--- src/rtl/truth_table_sweeper.sv ---
// truth_table_sweeper: steps in1..3 through all 8 rows, samples gate_out twice per row, reports table_out/unstable/match with busy/done handshake
module truth_table_sweeper #(
  parameter int SETTLE_CYCLES = 4,
  parameter logic [7:0] EXPECTED = 8'hF4
) (
  input  logic       clk,
  input  logic       rst,
  input  logic       start,
  input  logic       gate_out,
  output logic       in1,
  output logic       in2,
  output logic       in3,
  output logic       busy,
  output logic       done,
  output logic [7:0] table_out,
  output logic [7:0] unstable,
  output logic       match
);
  typedef enum logic [2:0] {IDLE, SETTLE, SAMPLE_A, SAMPLE_B, DONE} state_t;
  localparam logic [7:0] LOAD = 8'(SETTLE_CYCLES - 1);
  state_t state;
  logic [2:0] row;
  logic [7:0] cnt;
  logic sa;
  logic [7:0] t_nx, u_nx;
  always_comb begin
    t_nx = table_out;
    u_nx = unstable;
    t_nx[~row] = gate_out;
    u_nx[~row] = sa ^ gate_out;
  end
  always_ff @(posedge clk) begin
    if (rst) begin
      state <= IDLE;
      row <= '0;
      cnt <= '0;
      sa <= 1'b0;
      {in1, in2, in3} <= 3'b000;
      busy <= 1'b0;
      done <= 1'b0;
      table_out <= '0;
      unstable <= '0;
      match <= 1'b0;
    end else begin
      unique case (state)
        IDLE: if (start) begin
          row <= '0;
          {in1, in2, in3} <= 3'b000;
          cnt <= LOAD;
          table_out <= '0;
          unstable <= '0;
          match <= 1'b0;
          busy <= 1'b1;
          state <= SETTLE;
        end
        SETTLE: begin
          cnt <= cnt - 8'd1;
          state <= cnt == 8'd0 ? SAMPLE_A : SETTLE;
        end
        SAMPLE_A: begin
          sa <= gate_out;
          state <= SAMPLE_B;
        end
        SAMPLE_B: begin
          table_out <= t_nx;
          unstable <= u_nx;
          if (row == 3'd7) begin
            {in1, in2, in3} <= 3'b000;
            busy <= 1'b0;
            done <= 1'b1;
            match <= (t_nx == EXPECTED) && (u_nx == 8'h00);
            state <= DONE;
          end else begin
            row <= row + 3'd1;
            {in1, in2, in3} <= row + 3'd1;
            cnt <= LOAD;
            state <= SETTLE;
          end
        end
        DONE: begin
          done <= 1'b0;
          state <= IDLE;
        end
        default: state <= IDLE;
      endcase
    end
  end
endmodule

--- config.mk ---
export PLATFORM = sky130hd
export DESIGN_NAME = truth_table_sweeper
export DESIGN_NICKNAME = d
export VERILOG_FILES = /design/src/rtl/truth_table_sweeper.sv
export SDC_FILE = /design/constraint.sdc
export NUM_CORES = 1
export LEC_CHECK = 0
export ABC_AREA = 0
export CAP_MARGIN = 25
export CORE_MARGIN = 5
export CORE_UTILIZATION = 35
export DETAILED_ROUTE_END_ITERATION = 10
export SLEW_MARGIN = 30
export SYNTH_ARGS = -nofsm -noshare
export SYNTH_HDL_FRONTEND = slang
export SYNTH_SLANG_ARGS = --single-unit
--- constraint.sdc ---
create_clock -name clk -period 2.4 [get_ports clk]
set_input_delay 0.48 -clock clk [delete_from_list [all_inputs] [get_ports clk]]
set_output_delay 0.48 -clock clk [all_outputs]
set_load 0.01 [all_outputs]
==> impl_metrics.toml, run 1 <==
[cts]
cts_max_path_buffers = 2
clk_pin_slew_ns = 0.08
postCtsSetupBuffers = 0
cts_tree = "done"
cts_resized = 0
cts_made_buffers = 5
htreeDepth = 2
postCtsHoldBufs = 0
clockRootBuffer = "clkbuf_8"
clock_sinks = 37
clk-insertion-delay-late_ns = 0.29

[grt]
antenna_found_initial = 0
grt_util_met3 = 0.03060
grt.overflow.total = 0
grt.met2_usage = 0.1981
use_met1 = 0.1737
grt_max_degree = 33
grt_pass1_vias = 1596
top_usage_layer = "met2"
grtUsageTotal = 0.1301
grt_pass1_wl_um = 7534

[layout]
drive_above_1_share = 0.09615
n_antenna_cell = 0
fin_nets = 267
post-route-util = 0.4504
synthToLayoutAreaGrowth_pct = 22.99
nFillCells = 525
stdcell_area_um2 = 2330

[critical_path]
crit_type = "input port to flop"
worstSetupStartpointType = "input port"
worstPathRequired_ns = 2.58
cp.arrival_ns = 2.20
critPathMaxFanout = 7
cp_slowest_cell = "clkdlybuf4s50_1"
crit_chain = "clkdlybuf4s50_1 -> or3b_1 -> a21oi_2 -> o21ai_1 -> nand2b_1 -> nor2_1"
endpoint_kind = "flop"
critical-path-max-stage-delay_ns = 0.51

[sta]
hold_slack_ns = 0.4702
skew_ns = 0.005469
rsz0062_at_grt = "no"
period_share = 0.8416
drv_slew = 0
tightest_slew_ns = 0.5939
setup_tns_ns = 0
period_needed_ns = 2.020
setup_viol = 0
hold_viol = 0
max_freq_mhz = 495.1
worst_slew_margin_rel = 0.6035

[floorplan]
dieWidth_um = 83.57
rows = 26
initial_core_util = 0.3662
core_area_um2 = 5172
die_area_um2 = 6984
die_h_um = 83.57
io_pins = 26

[pwr]
power_density_nw_per_um2 = 610.5
power_mw = 1.422
p_seq_frac = 0.487
switchingPower_uw = 406.3
peakVddDrop_mv = 0.2503
p_clk_frac = 0.337
netSwitchingFraction = 0.2856
pwr-share-comb = 0.176
power.leakage_nw = 0.8812
p_int_mw = 1.016

[route]
wl_per_cell_um = 13.27
via_per_inst = 5.103
ant_nets = 0
drc_errors = 0
wl_um = 4378
vias = 1684
drt-initial-drc-count = 97
first_pass_iters = 4

[yosys]
synth.avg_cell_area_um2 = 8.272
syn-num-nets = 237
synth_flop_cell = "dfxtp_1"
synth_seq_cells = 37
synth-edff-count = 0
ys_warn_count = 0
yosysUniqueCellTypes = 54
syn_inst = 229
yosysSeqAreaShare = 0.3910
syn_area_um2 = 1894
async_reset_ff_frac = 0

[job]
cap_violations = 0

[place]
place.port_buffers = 25
dp_hpwl_um = 3115
place_congestion = 0.8158
place_area_um2 = 2228

[hold_path]
min_path_type = "flop to flop"

[outcome]
status = "finished clean"
## cell usage in the layout (no fill, tap or decap), types with 2 or more instances in the layout
cell type and count:
a211oi_1 4, a21oi_1 13, a22oi_1 13, a31oi_1 3, buf_4 10, clkbuf_8 7
clkdlybuf4s50_1 25, dfxtp_1 37, ha_1 4, inv_1 7, nand2_1 14, nand2b_1 4
nand3_1 3, nand3b_1 2, nor2_1 40, nor2b_1 3, nor3_1 8, nor3b_1 5
nor4_1 3, nor4b_1 2, o21ai_0 11, o21ai_1 4, or3b_1 2, xor2_1 6
## worst max-delay path: cells and delay by family
family,cells,cell delay [ns]
compound gates,2,0.51
buf+inv,1,0.51
simple gates,3,0.70
## state kept, by name (all words and copies together), names as in the netlist
name,count
in3,1
state,3
match,1
sa,1
busy,1
table_out,8
in1,1
unstable,8
row,3
cnt,8
in2,1
done,1
## synthesized netlist by cell type, drive strengths merged (2+ instances only)
master,instances,share of area
nor3b,6,0.026
dfxtp,37,0.39
a211oi,5,0.022
a31oi,3,0.0099
nand3,3,0.0079
nor2,40,0.079
a21oi,15,0.048
nor4b,2,0.0092
nor3,8,0.021
clkbuf,4,0.0079
nand2b,4,0.013
nand2,15,0.031
or3b,2,0.0092
o21ai,15,0.040
buf,8,0.034
inv,8,0.016
nand3b,2,0.0079
xor2,6,0.028
a22oi,13,0.052
ha,4,0.026
nor4,3,0.0099
nor2b,3,0.0099
## through the flow
step | std cells | setup WS, ns
floorplan | 229 | 0.5476
global placement | 322 | 0.09384
detailed placement | 322 | 0.04789
CTS | 330 | 0.3636
global route | 330 | 0.2567
finish | 330 | 0.3801
## worst paths after layout
check | startpoint | to | slack (ns) | cells after the start
max | start | cnt[6] | 0.38 | 6
min | in2 | in2 | 0.47 | 2
max reg2reg | state[0] | match | 0.47 | 5
min reg2reg | in2 | in2 | 0.47 | 2
## power by group through the flow
stage,sequential [mW],combinational (mW),clock [mW]
2_1_floorplan,0.690,0.204,0
3_3_place_gp,0.706,0.250,0
3_5_place_dp,0.706,0.250,0
4_1_cts,0.691,0.252,0.496
5_1_grt,0.698,0.283,0.526
6_report,0.692,0.251,0.479
## cell type report
type | instances | area (um2) | area share
multi-input combinational | 172 | 1045 | 0.4484
inverter | 8 | 30.03 | 0.01289
sequential | 37 | 740.7 | 0.3179
timing repair buffer | 35 | 325.3 | 0.1396
clock inverter | 1 | 5.005 | 0.002148
clock buffer | 7 | 96.34 | 0.04135
tap | 70 | 87.58 | 0.03759
## kinds of logic after synthesis
logic type,share of synthesized area
AOI/OAI and AO/OA,0.2378
xor gates and xnor gates,0.03237
buffers and inverters,0.05746
and+or+nand+nor,0.2497
DFF,0.3910
adders and majority gates,0.02642
muxes,0.005284
## routing by layer
layer / part of all wire / wire [um] / vias to the layer above
met1: 0.51 / 2228 / 764
met5: 0 / 0 / -
li1: - / - / 886
met3: 0.033 / 145 / 7
met4: 0.017 / 74 / 0
met2: 0.44 / 1931 / 27
No activity file was read; power rests on OpenSTA's default activity.
==> run 2: changes to the inputs <==
==> constraint.sdc (replaced) <==
create_clock -name clk -period 1.95 [get_ports clk]
set_input_delay 0.39 -clock clk [delete_from_list [all_inputs] [get_ports clk]]
set_output_delay 0.39 -clock clk [all_outputs]
set_load 0.01 [all_outputs]
==> impl_metrics.toml, run 2 (synthesized netlist as in run 1, its figures left out) <==
[outcome]
status = "finished clean"

[layout]
drive_above_1_share = 0.1292
synthToLayoutAreaGrowth_pct = 28.14
nFillCells = 529
n_antenna_cell = 0
reg_top3 = "cnt (8), table_out (8), unstable (8)"
fin_nets = 278
final_cell_mix = "40 x nor2_1, 37 x dfxtp_1, 25 x clkdlybuf4s50_1, 21 x buf_4, 14 x nand2_1"
stdcell_area_um2 = 2427
fin_cells = 341
final_common_cell = "nor2_1"

[place]
dp_hpwl_um = 3215
placedCellCount = 333
place.port_buffers = 25
place_area_um2 = 2311
place_worst_setup_slack_ns = -0.1002
place_congestion = 0.7838

[pwr]
netSwitchingFraction = 0.2718
p_int_mw = 1.367
power_density_nw_per_um2 = 773.6
power.leakage_nw = 0.9436
pwr-share-comb = 0.183
peakVddDrop_mv = 0.3986
p_seq_frac = 0.449
p_clk_frac = 0.368
switchingPower_uw = 510.4

[critical_path]
cp_slowest_cell = "clkdlybuf4s50_1"
critical-path-max-stage-delay_ns = 0.51
worst-path-buf-inv = 2
critPathMaxFanout = 6
cp.arrival_ns = 1.95
worstSetupStartpointType = "input port"
worst-path-stages = 7
r2r_cells = 7
cpLargestDelayFamily = "buffers and inverters"
worstPathRequired_ns = 2.12
crit_type = "input port to flop"
crit_chain = "clkdlybuf4s50_1 -> or3b_1 -> a21oi_2 -> buf_4 -> o21ai_1 -> a22oi_1 -> nor2_1"
endpoint_kind = "flop"

[job]
cap_violations = 0

[route]
vias = 1725
via_per_inst = 5.059
wl_per_cell_um = 13.14
first_pass_iters = 4
drt-initial-drc-count = 83
ant_nets = 0
wl_um = 4482
drc_errors = 0

[cts]
postCtsSetupBuffers = 0
cts_tree = "done"
clk-insertion-delay-late_ns = 0.29
clock_sinks = 37
clockRootBuffer = "clkbuf_8"
postCtsHoldBufs = 0
cts_max_path_buffers = 2
clk_pin_slew_ns = 0.07
cts_made_buffers = 5
cts_resized = 0
htreeDepth = 2

[sta]
max_freq_mhz = 562.5
rsz0062_at_grt = "no"
period_needed_ns = 1.778
drv_slew = 0
tightest_slew_ns = 0.5770
setup_tns_ns = 0
period_share = 0.9117
worst_slew_margin_rel = 0.6118
skew_ns = 0.003931
hold_viol = 0
timing.final.ws_setup_ns = 0.1722
setup_viol = 0

[grt]
grt_pass1_wl_um = 7900
grt.overflow.total = 0
grtUsageTotal = 0.1348
grt_max_degree = 33
grt_util_met3 = 0.03258
antenna_found_initial = 0
use_met1 = 0.1879
grt_pass1_vias = 1654
top_usage_layer = "met2"
grt.met2_usage = 0.2054

[floorplan]
die_h_um = 83.57
rows = 26
core_area_um2 = 5172
initial_core_util = 0.3662
die_area_um2 = 6984
io_pins = 26
dieWidth_um = 83.57

[hold_path]
hold_depth = 2
min_path_type = "flop to flop"
[run 2: cell types whose count changed in the layout (fill, tap and decap cells not counted)]
cell,delta
clkbuf_1,+1
clkinv_2,-1
bufinv_16,+1
clkbuf_8,-1
buf_4,+11
[run 2: final timing paths]
path                  end  startpoint  slack [ns]
max          table_out[2]       start        0.17
min                   in2         in2        0.47
max reg2reg        cnt[4]      row[0]        0.19
min reg2reg           in2         in2        0.47
[run 2: through the flow]
step                        util  total power [mW]  hold slack, ns
after CTS                 0.4693             1.894          0.4800
after global placement    0.4468             1.199          0.4532
after detailed placement  0.4468             1.201          0.4697
after floorplan                -             1.100          0.4610
after global routing      0.4693             1.984          0.5103
final                     0.4693             1.878          0.4731
[run 2: per-layer routing]
metal / vias up / part of all wire
met1: 787 / 0.52
met5: - / 0
met4: 0 / 0.0071
li1: 905 / -
met2: 29 / 0.43
met3: 4 / 0.036
[run 2: power by group through the flow]
stage | logic (mW) | registers (mW) | clock network, mW
5_1_grt | 0.388 | 0.850 | 0.746
2_1_floorplan | 0.251 | 0.849 | 0
3_5_place_dp | 0.343 | 0.858 | 0
6_report | 0.344 | 0.843 | 0.691
4_1_cts | 0.345 | 0.841 | 0.708
3_3_place_gp | 0.340 | 0.859 | 0
[run 2: worst min-delay path: cells and delay by family (launching register included)]
family / cells / cell delay (ns)
DFF: 1 / 0.32
and+or+nand+nor: 1 / 0.05
AOI/OAI and AO/OA: 1 / 0.05
[run 2: final cells by class]
cell class	instances	area, um2	share of cell area
multi-input combinational	172	1045	0.4304
sequential	37	740.7	0.3052
timing repair buffer	46	407.9	0.1680
tap	70	87.58	0.03608
clock buffer	7	86.33	0.03557
clock inverter	1	30.03	0.01237
inverter	8	30.03	0.01237
